## src/rtl/sdp_fifo_ctrl_if.sv

```systemverilog
`default_nettype none
// ============================================================================
// Module      : sdp_fifo_ctrl_if
// Description : Bundle of the push/pop handshake, status flags and RAM
//               sequencing signals for sdp_fifo_ctrl.
//               slave  : the FIFO controller side
//               master : the user plus RAM side (drives requests, ram_dout)
// Ports       : wr_en/wr_data/rd_en (requests), rd_data (show-ahead head),
//               full/empty/almost_full/count/overflow/underflow (status),
//               ram_we/ram_waddr/ram_din/ram_raddr/ram_dout (RAM side)
// Revision    : 1.0 - initial release
// ============================================================================
interface sdp_fifo_ctrl_if #(
    parameter int DATA_WIDTH  = 32,
    parameter int DEPTH_BASE2 = 4
);
    logic                    wr_en;
    logic [DATA_WIDTH-1:0]   wr_data;
    logic                    rd_en;
    logic [DATA_WIDTH-1:0]   rd_data;
    logic                    full;
    logic                    empty;
    logic                    almost_full;
    logic [DEPTH_BASE2:0]    count;
    logic                    overflow;
    logic                    underflow;
    logic                    ram_we;
    logic [DEPTH_BASE2-1:0]  ram_waddr;
    logic [DATA_WIDTH-1:0]   ram_din;
    logic [DEPTH_BASE2-1:0]  ram_raddr;
    logic [DATA_WIDTH-1:0]   ram_dout;

    modport slave (
        input  wr_en, wr_data, rd_en, ram_dout,
        output rd_data, full, empty, almost_full, count, overflow, underflow,
               ram_we, ram_waddr, ram_din, ram_raddr
    );

    modport master (
        output wr_en, wr_data, rd_en, ram_dout,
        input  rd_data, full, empty, almost_full, count, overflow, underflow,
               ram_we, ram_waddr, ram_din, ram_raddr
    );
endinterface
`default_nettype wire

```

## src/rtl/sdp_fifo_ctrl.sv

```systemverilog
`default_nettype none
// ============================================================================
// Module      : sdp_fifo_ctrl
// Description : Synchronous FIFO controller sequencing one simple-dual-port
//               RAM (one write port, asynchronous read port). Owns the
//               pointers, occupancy count and full/empty/almost-full flags.
//               Head entry is presented with zero latency (show-ahead).
// Ports       : clk, rst (synchronous, active-high)
//               bus (sdp_fifo_ctrl_if.slave): push/pop requests, status
//               flags, RAM write port and RAM read address/data.
// Config      : `define SDP_FIFO_ERR_CHECK_EN enables sticky overflow /
//               underflow flags; otherwise both are tied low.
// Revision    : 1.0 - initial release
// ============================================================================
module sdp_fifo_ctrl #(
    parameter int DATA_WIDTH   = 32,
    parameter int DEPTH_BASE2  = 4,
    parameter int AFULL_THRESH = (2 ** DEPTH_BASE2) - 2
) (
    input  logic            clk,
    input  logic            rst,
    sdp_fifo_ctrl_if.slave  bus
);

    localparam logic [DEPTH_BASE2:0]   c_depth     = {1'b1, {DEPTH_BASE2{1'b0}}};
    localparam logic [DEPTH_BASE2:0]   c_afull     = (DEPTH_BASE2 + 1)'(AFULL_THRESH);
    localparam logic [DEPTH_BASE2:0]   c_cnt_one   = (DEPTH_BASE2 + 1)'(1);
    localparam logic [DEPTH_BASE2-1:0] c_ptr_one   = DEPTH_BASE2'(1);

    logic [DEPTH_BASE2-1:0] r_wr_ptr;
    logic [DEPTH_BASE2-1:0] r_rd_ptr;
    logic [DEPTH_BASE2:0]   r_count;
    logic                   r_full;
    logic                   r_empty;
    logic                   r_afull;

    logic                   w_push_ok;
    logic                   w_pop_ok;
    logic [DEPTH_BASE2:0]   w_count_nxt;
    logic [DATA_WIDTH-1:0]  w_head_data;

    // Acceptance uses the registered flags of the current cycle, so a push
    // into a full FIFO is dropped even when a pop frees a slot that cycle,
    // and a pop from an empty FIFO is ignored even with a concurrent push.
    assign w_push_ok = bus.wr_en & ~r_full;
    assign w_pop_ok  = bus.rd_en & ~r_empty;

    always_comb begin
        w_count_nxt = r_count;
        case ({w_push_ok, w_pop_ok})
            2'b10:   w_count_nxt = r_count + c_cnt_one;
            2'b01:   w_count_nxt = r_count - c_cnt_one;
            default: w_count_nxt = r_count;
        endcase
    end

    always_ff @(posedge clk) begin
        if (rst) begin
            r_wr_ptr <= '0;
            r_rd_ptr <= '0;
            r_count  <= '0;
            r_full   <= 1'b0;
            r_empty  <= 1'b1;
            r_afull  <= 1'b0;
        end else begin
            // Pointers wrap by natural overflow of their DEPTH_BASE2 bits.
            if (w_push_ok) begin
                r_wr_ptr <= r_wr_ptr + c_ptr_one;
            end
            if (w_pop_ok) begin
                r_rd_ptr <= r_rd_ptr + c_ptr_one;
            end
            r_count <= w_count_nxt;
            r_full  <= (w_count_nxt == c_depth);
            r_empty <= (w_count_nxt == '0);
            r_afull <= (w_count_nxt >= c_afull);
        end
    end

    // RAM write port: write is suppressed during reset so an abandoned
    // stream cannot land a stray entry.
    assign bus.ram_we    = w_push_ok & ~rst;
    assign bus.ram_waddr = r_wr_ptr;
    assign bus.ram_din   = bus.wr_data;

    // Show-ahead read: head pointer addresses the asynchronous RAM port and
    // its data goes straight out.
    assign bus.ram_raddr = r_rd_ptr;
    assign w_head_data   = bus.ram_dout;
    assign bus.rd_data   = w_head_data;

    assign bus.full        = r_full;
    assign bus.empty       = r_empty;
    assign bus.almost_full = r_afull;
    assign bus.count       = r_count;

`ifdef SDP_FIFO_ERR_CHECK_EN
    logic r_overflow;
    logic r_underflow;

    // Sticky until reset; set by any request against the matching flag.
    always_ff @(posedge clk) begin
        if (rst) begin
            r_overflow  <= 1'b0;
            r_underflow <= 1'b0;
        end else begin
            if (bus.wr_en && r_full) begin
                r_overflow <= 1'b1;
            end
            if (bus.rd_en && r_empty) begin
                r_underflow <= 1'b1;
            end
        end
    end

`ifndef SYNTHESIS
    always_ff @(posedge clk) begin
        if (!rst && bus.wr_en && r_full && !r_overflow) begin
            $display("%m: overflow first set at time %0t", $time);
        end
        if (!rst && bus.rd_en && r_empty && !r_underflow) begin
            $display("%m: underflow first set at time %0t", $time);
        end
    end
`endif

    assign bus.overflow  = r_overflow;
    assign bus.underflow = r_underflow;
`else
    assign bus.overflow  = 1'b0;
    assign bus.underflow = 1'b0;
`endif

endmodule
`default_nettype wire

```

## src/flat_wrapper.sv

```systemverilog
// flat-port wrapper written by rule: the top's interface ports become plain ports
module sdp_fifo_ctrl_flat 
#(
    parameter int DATA_WIDTH   = 32,
    parameter int DEPTH_BASE2  = 4,
    parameter int AFULL_THRESH = (2 ** DEPTH_BASE2) - 2
)
  (clk, rst, bus_wr_en, bus_wr_data, bus_rd_en, bus_ram_dout, bus_rd_data, bus_full, bus_empty, bus_almost_full, bus_count, bus_overflow, bus_underflow, bus_ram_we, bus_ram_waddr, bus_ram_din, bus_ram_raddr);
  sdp_fifo_ctrl_if #(.DATA_WIDTH(DATA_WIDTH), .DEPTH_BASE2(DEPTH_BASE2)) bus_i ();
  input  logic clk;
  input  logic rst;
  input wire logic [$bits(bus_i.wr_en)-1:0] bus_wr_en;
  input wire logic [$bits(bus_i.wr_data)-1:0] bus_wr_data;
  input wire logic [$bits(bus_i.rd_en)-1:0] bus_rd_en;
  input wire logic [$bits(bus_i.ram_dout)-1:0] bus_ram_dout;
  output wire logic [$bits(bus_i.rd_data)-1:0] bus_rd_data;
  output wire logic [$bits(bus_i.full)-1:0] bus_full;
  output wire logic [$bits(bus_i.empty)-1:0] bus_empty;
  output wire logic [$bits(bus_i.almost_full)-1:0] bus_almost_full;
  output wire logic [$bits(bus_i.count)-1:0] bus_count;
  output wire logic [$bits(bus_i.overflow)-1:0] bus_overflow;
  output wire logic [$bits(bus_i.underflow)-1:0] bus_underflow;
  output wire logic [$bits(bus_i.ram_we)-1:0] bus_ram_we;
  output wire logic [$bits(bus_i.ram_waddr)-1:0] bus_ram_waddr;
  output wire logic [$bits(bus_i.ram_din)-1:0] bus_ram_din;
  output wire logic [$bits(bus_i.ram_raddr)-1:0] bus_ram_raddr;
  assign bus_i.wr_en = bus_wr_en;
  assign bus_i.wr_data = bus_wr_data;
  assign bus_i.rd_en = bus_rd_en;
  assign bus_i.ram_dout = bus_ram_dout;
  assign bus_rd_data = bus_i.rd_data;
  assign bus_full = bus_i.full;
  assign bus_empty = bus_i.empty;
  assign bus_almost_full = bus_i.almost_full;
  assign bus_count = bus_i.count;
  assign bus_overflow = bus_i.overflow;
  assign bus_underflow = bus_i.underflow;
  assign bus_ram_we = bus_i.ram_we;
  assign bus_ram_waddr = bus_i.ram_waddr;
  assign bus_ram_din = bus_i.ram_din;
  assign bus_ram_raddr = bus_i.ram_raddr;
  sdp_fifo_ctrl #(.DATA_WIDTH(DATA_WIDTH), .DEPTH_BASE2(DEPTH_BASE2), .AFULL_THRESH(AFULL_THRESH)) u_core (.clk(clk), .rst(rst), .bus(bus_i));
endmodule
```

## config.mk

```make
export PLATFORM = sky130hd
export DESIGN_NAME = sdp_fifo_ctrl_flat
export DESIGN_NICKNAME = d
export VERILOG_FILES = /design/src/rtl/sdp_fifo_ctrl_if.sv /design/src/rtl/sdp_fifo_ctrl.sv /design/src/flat_wrapper.sv
export SDC_FILE = /design/constraint.sdc
export NUM_CORES = 1
export LEC_CHECK = 0
export BUFFER_PORTS_ARGS = -buffer_cell sky130_fd_sc_hd__buf_2
export CORE_MARGIN = 2
export CORE_UTILIZATION = 30
export DETAILED_ROUTE_END_ITERATION = 10
export PLACE_DENSITY = 0.73
export REMOVE_ABC_BUFFERS = 1
export SLEW_MARGIN = 20
export SYNTH_ARGS = -nofsm -noshare
export SYNTH_HDL_FRONTEND = slang
export SYNTH_SLANG_ARGS = --single-unit
```

## constraint.sdc

```tcl
create_clock -name clk -period 4.6 [get_ports clk]
set_input_delay 0.92 -clock clk [delete_from_list [all_inputs] [get_ports clk]]
set_output_delay 0.92 -clock clk [all_outputs]
set_load 0.01 [all_outputs]
```

### Word level (Yosys, flattened, before mapping)

Index checks and enable logic that the tools add are counted.
W data, S select, Z words.

* input bits: 68
* logic and storage cells: 22
* bits in registers: 16

* equality and inequality tests: 3
* order comparisons: 1
* bitwise logic cells: 6
* muxes and demuxes: 1
* reductions and logical operators: 1
* add/sub/neg operators: 4

Operators by type and width (number)
* $pmux W5 S2: 1
* $add A4 B1 Y4 const B: 2
* $add A5 B1 Y5 const B: 1
* $eq A5 B5 Y1 const B: 1
* $ge A5 B4 Y1 const B: 1
* $logic_not A5 Y1: 1
* $sub A5 B1 Y5 const B: 1
* $and A1 B1 Y1: 3
* $not A1 Y1: 3
* $eq A2 B1 Y1 const B: 1
* $eq A2 B2 Y1 const B: 1

### Depth between registers and ports, before layout

* depth after elaboration: 5
* depth in mapped cells: 12

### Worst setup path before layout

OpenSTA, ideal clock, no wires.

* path type: input -> register
* start point: in bus_wr_en
* end point: reg u_core.r_empty, in the netlist u_core.bus.empty
* setup time: 60 ps
* data required time: 4540 ps
* stages on the path: 12
* arrival: 2613 ps
* slack: 1927 ps
* cell sequence: nor2b_4 -> buf_6 -> inv_8 -> nand2_2 -> xnor2_1 -> ha_1 -> a21oi_1 -> nand4_1 -> o221a_1 -> a21oi_2 -> xnor2_1 -> a41o_1

* longest elaborated chain between the ends: 4
* elaborated cells on any way between the ends: 5

Ends and longest elaborated chain
* start, declared: RTL line flat_wrapper.sv:12 `input wire logic [$bits(bus_i.wr_en)-1:0] bus_wr_en;`
* $and A1 B1 Y1 (*): RTL line sdp_fifo_ctrl.sv:45 `assign w_push_ok = bus.wr_en & ~r_full;`
* $eq A2 B1 Y1 / $eq A2 B2 Y1 (equally long branches): RTL line sdp_fifo_ctrl.sv:50 `case ({w_push_ok, w_pop_ok})`
* $pmux W5 S2 (*): RTL line sdp_fifo_ctrl.sv:50
* $logic_not A5 Y1 (*): RTL line sdp_fifo_ctrl.sv:75 `r_empty <= (w_count_nxt == '0);`
* end signal, assigned: RTL line sdp_fifo_ctrl.sv:75
* end, declared: RTL line sdp_fifo_ctrl.sv:34 `logic r_empty;`

Mark *: on every way between the ends. The rest lies on a longest branch, timed or not.
A chain may end at the register's enable or synchronous reset.

### Final worst setup path

Ends and elaborated chain as after synthesis.

==> results.py <==
metrics = {
    "synth": {
        "avgSynthCellArea_um2": 8.308,
        "yosys-top-cells-area": "buf_4 (37%), dfxtp_1 (24%), xnor2_1 (3.9%), ha_1 (3.7%), nor2_1 (3.6%)",
        "synth.distinct_cells": 35,
        "synthArstFlopShare_pct": 0,
        "postSynthCellCount": 161,
        "synth_common_cells": "buf_4 (66), dfxtp_1 (16), nor2_1 (13), nand2_1 (10), xnor2_1 (6)",
        "synth_edf_count": 0,
        "ys_ff_latch": 16,
        "syn_area_um2": 1338,
        "synth_most_common_cell": "buf_4",
        "ys.warnings.count": 0,
        "netlist.area_leader.share_pct": 37.04,
        "ys_seq_area_share_pct": 23.95,
        "ys.flop_type": "dfxtp_1",
        "synth_largest_area_cell": "buf_4",
    },
    "final_layout": {
        "drive_above_1_share_pct": 26.32,
        "area_delta_synth_final_pct": -23.95,
        "fillers": 490,
        "final_cell_count_no_fill": 166,
        "layout.nets": 188,
        "n_antenna_cell": 0,
    },
    "floorplan": {
        "die_w_um": 70.77,
        "ioPinCount": 151,
        "die_area_um2": 5008,
        "std_cell_rows": 24,
        "initial_core_util_pct": 30.93,
        "coreArea_um2": 4324,
        "die_h_um": 70.77,
    },
    "hold_path": {
        "min_path_cells": 2,
        "holdCritPathClass": "reg2reg",
        "hp-start": "u_core.bus.ram_raddr[1]$_SDFFE_PP0P_",
        "whs_endpoint": "u_core.bus.ram_raddr[1]$_SDFFE_PP0P_",
    },
    "power": {
        "p_per_area_nw_per_um2": 479.9,
        "power_uw": 488.1,
        "max-vdd-ir-drop_mv": 0.09894,
        "p_leak_nw": 0.4425,
    },
    "sta": {
        "fmax_mhz": 373.5,
        "hold_viol_final": 0,
        "fin_ws_ns": 1.923,
        "slew_violations": 0,
        "min_period_over_period_pct": 58.21,
        "final.setup_skew_ns": 0.002968,
        "rsz0062_at_grt": "no",
        "period_minus_slack_ns": 2.677,
        "setup_viol": 0,
        "holdWs_ns": 0.5029,
        "tns_ns": 0,
    },
    "global_routing": {
        "grt_max_degree": 18,
        "grt_pass1_vias": 743,
        "grt_overflow_total": 0,
        "grt_pass1_wl_um": 8293,
        "antenna_found_initial": 0,
        "grt_usage_pct": 26.02,
    },
    "critical_path": {
        "critPathMaxStageDelay_ns": 0.28,
        "cp_data_arrival_time_ns": 2.88,
        "criticalPathCategory": "in2reg",
        "r2r_cells": 11,
        "crit_family": "compound AO/OA/AOI/OAI gates",
        "crit_chain": "buf_2 -> nor2b_4 -> inv_8 -> nand2_2 -> xnor2_1 -> ha_1 -> a21oi_1 -> nand4_1 -> o221a_1 -> a21oi_2 -> xnor2_1 -> a41o_1",
        "cp_common_cell": "xnor2_1",
        "critPathMaxFanout": 9,
        "path_buf_inv": 2,
        "reg2reg_to": "u_core.bus.empty$_SDFF_PP1_",
        "r2r_slack_ns": 2.33,
        "endpoint_kind": "flip-flop",
        "worstReg2RegStart": "u_core.bus.empty$_SDFF_PP1_",
        "crit_slowest_cell": "nor2b_4",
        "crit_required_ns": 4.80,
        "crit_path_start_kind": "input port",
    },
    "clocking": {
        "clk_pin_slew_ns": 0.06,
        "cts_tree": "yes",
        "cts_buffer_depth": 2,
        "clkSinkCount": 16,
        "insertion_delay_ns": 0.25,
        "cts-root-buf": "clkbuf_8",
        "post_cts_buffers": 0,
        "cts.repair.resized": 0,
        "htreeDepth": 1,
        "hold_buffers": 0,
        "cts_buffers": 3,
    },
    "placed_design": {
        "hpwl_um": 6168,
        "gp_congestion": 0.9238,
        "pre_cts_slack_ns": 1.693,
        "dp_cells": 163,
        "io_buffers": 20,
    },
    "route": {
        "ant_nets": 0,
        "totalWireLength_um": 6678,
        "drc": 0,
        "drt_iter0_markers": 66,
        "wl_per_cell_um": 40.23,
        "vias": 858,
        "drt_pre_antenna_iters": 4,
        "drt-vias-per-instance": 5.169,
    },
    "status": {
        "status": "completed",
    },
    "job": {
        "max_cap_violations": 0,
    },
}
## flip-flops by register name, summed over array words and instances (netlist names)
register                count
u_core.bus.empty            1
u_core.bus.ram_raddr        4
u_core.bus.ram_waddr        4
u_core.bus.count            5
u_core.bus.full             1
u_core.bus.almost_full      1
## how the worst max path moves through the flow
stage / startpoint / to / slack (ns) / cells past startpoint
CTS: bus_wr_en / u_core.bus.empty$_SDFF_PP1_ / 1.93 / 12
detailed placement: bus_wr_en / u_core.bus.empty$_SDFF_PP1_ / 1.69 / 12
global placement: bus_wr_en / u_core.bus.full$_SDFF_PP0_ / 1.70 / 9
global route: bus_wr_en / u_core.bus.empty$_SDFF_PP1_ / 1.82 / 12
finish: bus_wr_en / u_core.bus.empty$_SDFF_PP1_ / 1.92 / 12
floorplan: bus_wr_en / u_core.bus.empty$_SDFF_PP1_ / 1.95 / 11
## logic make-up after synthesis
| kind of cell | synth area share, % |
|---|---|
| flops | 23.95 |
| xor+xnor | 7.203 |
| simple gates | 14.12 |
| mux | 0.7484 |
| buf+inv | 41.07 |
| other cells | 0.2804 |
| fa+ha+maj | 3.742 |
| compound gates | 8.888 |
## layout by cell type (no fill, tap or decap), types with 2 or more instances in the layout
cell type	n
nand4_1	4
ha_1	4
nand2b_1	3
clkbuf_8	3
o21ai_0	4
xnor2_1	6
nand2_1	10
dfxtp_1	16
xor2_1	5
a21oi_1	5
nor2_1	13
buf_2	20
conb_1	2
## layer usage
layer	global-route usage [%]	vias to the layer above	part of all wire (%)
li1	-	362	-
met1	9.028	347	13
met2	45.59	135	51
met3	44.02	12	34
met4	5.241	2	2.2
met5	6.061	-	0.57
## through the flow
| stage | instance area, um2 | util, % |
|---|---|---|
| floorplan | 810.8 | - |
| CTS | 1017 | 23.52 |
| finish | 1017 | 23.52 |
| global placement | 975.9 | 22.57 |
| detailed placement | 975.9 | 22.57 |
| global route | 1017 | 23.52 |
## layout make-up
class / instances / area [um2] / area share (%)
flip-flops and latches: 16 / 320.3 / 31.49
multi-input cells: 72 / 471.7 / 46.37
inverters: 3 / 18.77 / 1.845
well taps: 52 / 65.06 / 6.396
clock buffers: 3 / 41.29 / 4.059
repair buffers: 20 / 100.1 / 9.840
## power breakdown
part	total [mW]	switching, mW	leakage, nW	internal, mW
clock network	0.107	0.0487	0.0216	0.0582
registers	0.194	0.0306	0.130	0.164
logic	0.187	0.106	0.290	0.0807
## tightest hold or removal path, stage by stage (launching register included)
cell and delay (ns):
dfxtp_1 0.34, nand2_1 0.06, a21oi_1 0.05
No activity file was read; power rests on OpenSTA's default activity.
